$ cat src/rtl/countdown_timer.sv
// ----------------------------------------------------------------------------
// countdown_timer
//
// Microwave-style mm:ss countdown timer. Digits are entered on a keypad and
// shift in from the right. Counting starts while the magnetron latch reports
// cooking. When the run reaches 00:00, a one-cycle done pulse is raised.
//
// Parameters
//   TICKS_PER_SEC : clk cycles per counted second (minimum 2)
//
// Ports
//   clk          in   system clock, rising edge
//   resetn       in   asynchronous active-low reset
//   clearn       in   synchronous active-low clear button (already debounced)
//   key_valid    in   one-cycle strobe qualifying key_digit
//   key_digit    in   [3:0] keypad digit, BCD; values above 9 are ignored
//   magnetron_on in   magnetron latch level, high while cooking
//   min_tens     out  [3:0] minutes tens digit
//   min_ones     out  [3:0] minutes ones digit
//   sec_tens     out  [3:0] seconds tens digit
//   sec_ones     out  [3:0] seconds ones digit
//   timer_done   out  registered, high whenever the count is 00:00
//   done_pulse   out  registered, one cycle when a run reaches 00:00
//   running      out  registered, high while counting (state RUN)
// ----------------------------------------------------------------------------
module countdown_timer #(
   parameter int TICKS_PER_SEC = 100
) (
   input  logic       clk,
   input  logic       resetn,
   input  logic       clearn,
   input  logic       key_valid,
   input  logic [3:0] key_digit,
   input  logic       magnetron_on,
   output logic [3:0] min_tens,
   output logic [3:0] min_ones,
   output logic [3:0] sec_tens,
   output logic [3:0] sec_ones,
   output logic       timer_done,
   output logic       done_pulse,
   output logic       running
);

   localparam int PW = $clog2(TICKS_PER_SEC);
   localparam logic [PW-1:0] PRESC_MAX = PW'(TICKS_PER_SEC - 1);

   typedef enum logic [1:0] {
      IDLE = 2'd0,   // count is 00:00
      SET  = 2'd1,   // count nonzero, not counting
      RUN  = 2'd2,   // counting down
      DONE = 2'd3    // single cycle after reaching 00:00
   } state_t;

   state_t        state_reg, state_next;
   logic [15:0]   count_reg, count_next;     // {min_tens, min_ones, sec_tens, sec_ones}
   logic [PW-1:0] presc_reg, presc_next;
   logic          timer_done_reg;
   logic          done_pulse_reg;
   logic          running_reg;

   logic          key_ok;
   logic [15:0]   shifted_count;
   logic [15:0]   dec_count;
   logic          presc_wrap;

   // -------------------------------------------------------------------------
   // Plain BCD decrement of mm:ss. Seconds roll 0 -> 59 and minutes roll
   // 0 -> 9 with a borrow from the tens. Seconds above 59 that were keyed in
   // simply count down digit by digit (0:90 -> 0:89).
   // -------------------------------------------------------------------------
   function automatic logic [15:0] bcd_dec(input logic [15:0] c);
      logic [3:0] mt, mo, st, so;
      mt = c[15:12];
      mo = c[11:8];
      st = c[7:4];
      so = c[3:0];
      if (so != 4'd0) begin
         so = so - 4'd1;
      end else begin
         so = 4'd9;
         if (st != 4'd0) begin
            st = st - 4'd1;
         end else begin
            st = 4'd5;
            if (mo != 4'd0) begin
               mo = mo - 4'd1;
            end else begin
               mo = 4'd9;
               if (mt != 4'd0) begin
                  mt = mt - 4'd1;
               end
            end
         end
      end
      return {mt, mo, st, so};
   endfunction

   assign key_ok        = key_valid && (key_digit <= 4'd9);
   assign shifted_count = {count_reg[11:0], key_digit};   // old min_tens falls off
   assign dec_count     = bcd_dec(count_reg);
   assign presc_wrap    = (presc_reg == PRESC_MAX);

   // -------------------------------------------------------------------------
   // Next-state, count and prescaler logic.
   // Priority: clear, then decrement or key entry, then the magnetron level.
   // -------------------------------------------------------------------------
   always_comb begin
      state_next = state_reg;
      count_next = count_reg;
      presc_next = presc_reg;

      if (!clearn) begin
         state_next = IDLE;
         count_next = '0;
         presc_next = '0;
      end else begin
         case (state_reg)
            IDLE: begin
               if (key_ok) begin
                  count_next = shifted_count;
                  presc_next = '0;
                  if (shifted_count != 16'd0) begin
                     state_next = SET;
                  end
               end
            end

            SET: begin
               // A key takes precedence over starting the run. Shifting can
               // drop the only nonzero digit (10:00 then 0), which empties the
               // count and returns the FSM to IDLE.
               if (key_ok) begin
                  count_next = shifted_count;
                  presc_next = '0;
                  if (shifted_count == 16'd0) begin
                     state_next = IDLE;
                  end
               end else if (magnetron_on) begin
                  state_next = RUN;
               end
            end

            RUN: begin
               if (presc_wrap) begin
                  presc_next = '0;
                  // A RUN count is always nonzero. The guard keeps a zero
                  // count from ever wrapping to 99:59.
                  if (count_reg != 16'd0) begin
                     count_next = dec_count;
                  end
                  if (count_reg == 16'd0 || dec_count == 16'd0) begin
                     state_next = DONE;
                  end else if (!magnetron_on) begin
                     state_next = SET;
                  end
               end else if (!magnetron_on) begin
                  // Pause: the prescaler holds so that resuming finishes the
                  // partially elapsed second.
                  state_next = SET;
               end else begin
                  presc_next = presc_reg + PW'(1);
               end
            end

            DONE: begin
               state_next = IDLE;
               presc_next = '0;
            end

            default: begin
               state_next = IDLE;
               count_next = '0;
               presc_next = '0;
            end
         endcase
      end
   end

   // -------------------------------------------------------------------------
   // State and registered outputs. The flags are computed from next-cycle
   // values so they change on the same edge as the digits and the state.
   // -------------------------------------------------------------------------
   always_ff @(posedge clk or negedge resetn) begin
      if (!resetn) begin
         state_reg      <= IDLE;
         count_reg      <= '0;
         presc_reg      <= '0;
         timer_done_reg <= 1'b1;
         done_pulse_reg <= 1'b0;
         running_reg    <= 1'b0;
      end else begin
         state_reg      <= state_next;
         count_reg      <= count_next;
         presc_reg      <= presc_next;
         timer_done_reg <= (count_next == 16'd0);
         done_pulse_reg <= (state_next == DONE);
         running_reg    <= (state_next == RUN);
      end
   end

   assign min_tens   = count_reg[15:12];
   assign min_ones   = count_reg[11:8];
   assign sec_tens   = count_reg[7:4];
   assign sec_ones   = count_reg[3:0];
   assign timer_done = timer_done_reg;
   assign done_pulse = done_pulse_reg;
   assign running    = running_reg;

endmodule

$ cat config.mk
export PLATFORM = sky130hd
export DESIGN_NAME = countdown_timer
export DESIGN_NICKNAME = d
export VERILOG_FILES = /design/src/rtl/countdown_timer.sv
export SDC_FILE = /design/constraint.sdc
export NUM_CORES = 1
export LEC_CHECK = 0
export ABC_AREA = 1
export CAP_MARGIN = 10
export CELL_PAD_IN_SITES_DETAIL_PLACEMENT = 1
export CELL_PAD_IN_SITES_GLOBAL_PLACEMENT = 2
export CORE_MARGIN = 4
export CORE_UTILIZATION = 33
export CTS_CLUSTER_DIAMETER = 30
export DETAILED_ROUTE_END_ITERATION = 6
export PLACE_DENSITY = 0.83
export SLEW_MARGIN = 40
export SYNTH_ARGS = -nofsm -noshare
export SYNTH_HDL_FRONTEND = slang
export SYNTH_SLANG_ARGS = --single-unit
export TNS_END_PERCENT = 5
$ cat constraint.sdc
create_clock -name clk -period 4.4 [get_ports clk]
set_input_delay 0.66 -clock clk [delete_from_list [all_inputs] [get_ports clk]]
set_output_delay 0.66 -clock clk [all_outputs]
set_load 0.02 [all_outputs]
==> impl_results.md <==
* Status: completed
* Reg clk slew, reported paths at 120 ps
* CTS Hold Bufs at 0
* Die height at 88.87 um
* Reg-to-Reg Start: presc_reg[0]
* Total vias in the final route at 2168
* Clock sinks at 28
* Critical path endpoint category: flip-flop
* Final hold violation count at 0
* Post-Syn Area per Cell at 6.766 um2
* Synth warn at 0
* Initial antenna violation count at 0
* Max-cap viol count at 0
* Relative slew slack at 64.43%
* Pre-CTS setup slack at 1516 ps
* RSZ-0062 raised after global routing: false
* Main synth FF type: dfrtp_1
* Placed cell count at 419
* H-tree lvl count at 1
* Largest cells by area after synthesis: dfrtp_1 31%, nand2_1 16%, inv_1 9.6%, nand3_1 4.2%, nor2_1 4.0%
* Fin Setup TNS at 0 ps
* Leak at 1.270 nW
* GRT Total Usage at 18.43%
* Netlist cell types at 34
* Routed Antenna Nets at 0
* Final setup violation count at 0
* Max Fclk at 391.8 MHz
* Core area at 6350 um2
* Nets@finish at 358
* GRT met3 Usage at 3.166%
* Yosys top cell by area: dfrtp_1
* Clock Latency Late Sink at 300 ps
* Slew Viols, Final at 0
* Period utilization at 58.01%
* VDD IR max at 120.6 uV
* Cts bufs inserted at 3
* Die area at 7898 um2
* CP startpoint: key_digit[2]
* Actual slew at the worst max-slew pin at 530.4 ps
* Crit path DAT at 2800 ps
* Global-route wire length before repair at 11180 um
* WL final at 6651 um
* Sequential fraction of the synthesis area at 32.52%
* GRT met1 Usage at 24.82%
* IO Pins at 28
* Crit path kind: in2reg
* DRC at 0
* Min Tclk post-route at 2552 ps
* Die W at 88.87 um
* Vias in the first global route at 2247
* Data required, critical path at 4650 ps
* Slack of the critical path at 1848 ps
* Hold WS at 517.6 ps
* Setup Fix Bufs, Post-CTS at 0
* Initial core utilization at 33.99%
* Largest net degree at the start of global routing at 29
* I/O Buffers at 27
* Post-DP HPWL at 5206 um
* PD cells at 304.2 nW/um2
* Asr flop ratio synth at 100.0%
* Vias per cell at 5.125
* Post_cts resized at 0
* Layout cell share with drive strength beyond 1 at 10.69%
* CTS tree: done
* Root Buffer Master: clkbuf_8
* Met2 usage at 30.09%
* Largest register FFs at 16
* Detailed Route Iter0 Violations at 71
* Number of synthesized flops with an enable pin at 0
* Worst min path class: reg2reg
* Total congestion overflow at 0
* Syn_nets at 330
* Filler cells at 820
* Mapped Cells at 319
* Routability cong. at 0.8878
* Synth Cell Area at 2158 um2
* Hold Crit Start: presc_reg[5]
* Synthesis-to-finish area growth at 19.01%
* Max Clock Skew at 15.77 ps
* Wire per inst at 15.72 um
* Pre-Repair DR Iteration Count at 4
* Yosys top cell area share at 31.30%
* Post-route insts no fill at 423
* Clock Tree Buf Depth at 2
* Antenna Cells at 0
* Most Used Layer, Global Route: met2
* #FFs+latches synth at 28
* Worst setup SP type: input pin
* Row count at 29
* Crit Path Max Fanout at 13
per-stage QoR:
stage | util, % | cell area (um2) | power, mW
floorplan | - | 2158 | 0.4820
global placement | 39.33 | 2497 | 0.5697
detailed placement | 39.33 | 2497 | 0.5705
CTS | 40.45 | 2569 | 0.7884
global route | 40.45 | 2569 | 0.8360
finish | 40.45 | 2569 | 0.7815
path summary, 6_finish.rpt:
path,to,slack (ps),cells past startpoint
hold / removal,presc_reg[5],520,1
hold reg to reg,presc_reg[5],520,1
max in group asynchronous,timer_done,3340,2
min in group asynchronous,count_reg[0],750,2
setup reg to reg,timer_done,1940,13
setup / recovery,timer_done,1850,16
cell usage in the layout, fill, tap and decap left out, types with 7 or more instances in the layout:
cell type	Yosys	routed
nand2_1	92	92
clkdlybuf4s50_1	0	27
dfrtp_1	27	27
o211ai_1	10	10
nor2_1	23	23
a31o_2	7	7
a21oi_1	8	8
inv_1	55	55
nand2_2	7	7
o21ai_0	17	17
nand3_1	18	18
area by class of cell:
| class | count | area [um2] | share of cell area (%) |
|---|---|---|---|
| multi-input cells | 226 | 1192 | 46.42 |
| flip-flops and latches | 28 | 701.9 | 27.33 |
| repair buffers | 29 | 285.3 | 11.11 |
| inverters | 59 | 221.5 | 8.622 |
| well taps | 77 | 96.34 | 3.751 |
| clock buffers | 3 | 41.29 | 1.607 |
| clock inverters | 1 | 30.03 | 1.169 |
power breakdown:
part | internal, mW | switching [mW]
clock network | 0.122 | 0.0948
registers | 0.274 | 0.0304
logic | 0.0957 | 0.164
per-layer routing:
layer,share of wire (%),wire [um]
met1,47,3137
met2,47,3104
met3,4.3,285
met4,1.8,123
met5,0,0
cells by family (layout without fill, tap and decap cells):
logic type	after synthesis	in the layout	share of synthesized area [%]
DFF	28	28	32.52
AOI/OAI and AO/OA	62	62	19.30
adders and majority gates	2	2	1.159
and+or+nand+nor	161	161	34.38
buffers and inverters	65	92	12.23
xor gates and xnor gates	1	1	0.4059
synthesized netlist by cell type, types with 3 or more instances:
master and instances:
nand2_1 92, inv_1 55, dfrtp_1 27, nor2_1 23
nand3_1 18, o21ai_0 17, o211ai_1 10, a21oi_1 8
a31o_2 7, nand2_2 7, a221oi_1 5, nor2_4 5
nor3_1 5, o21ai_1 5, buf_2 4, inv_2 4
nor2_2 3
critical path: stages:
cell and delay (ps):
clkdlybuf4s50_1 400, inv_1 90, nand2_1 80, nand2_1 60
nand2_1 90, nor2_1 100, buf_4 190, inv_1 120
nand2_2 170, inv_2 100, a221oi_1 300, nand2_1 150
nand2_1 110, nor2_1 50, nand2_1 60, nor2_1 40
Note: power is estimated with default switching activity, not from simulation.
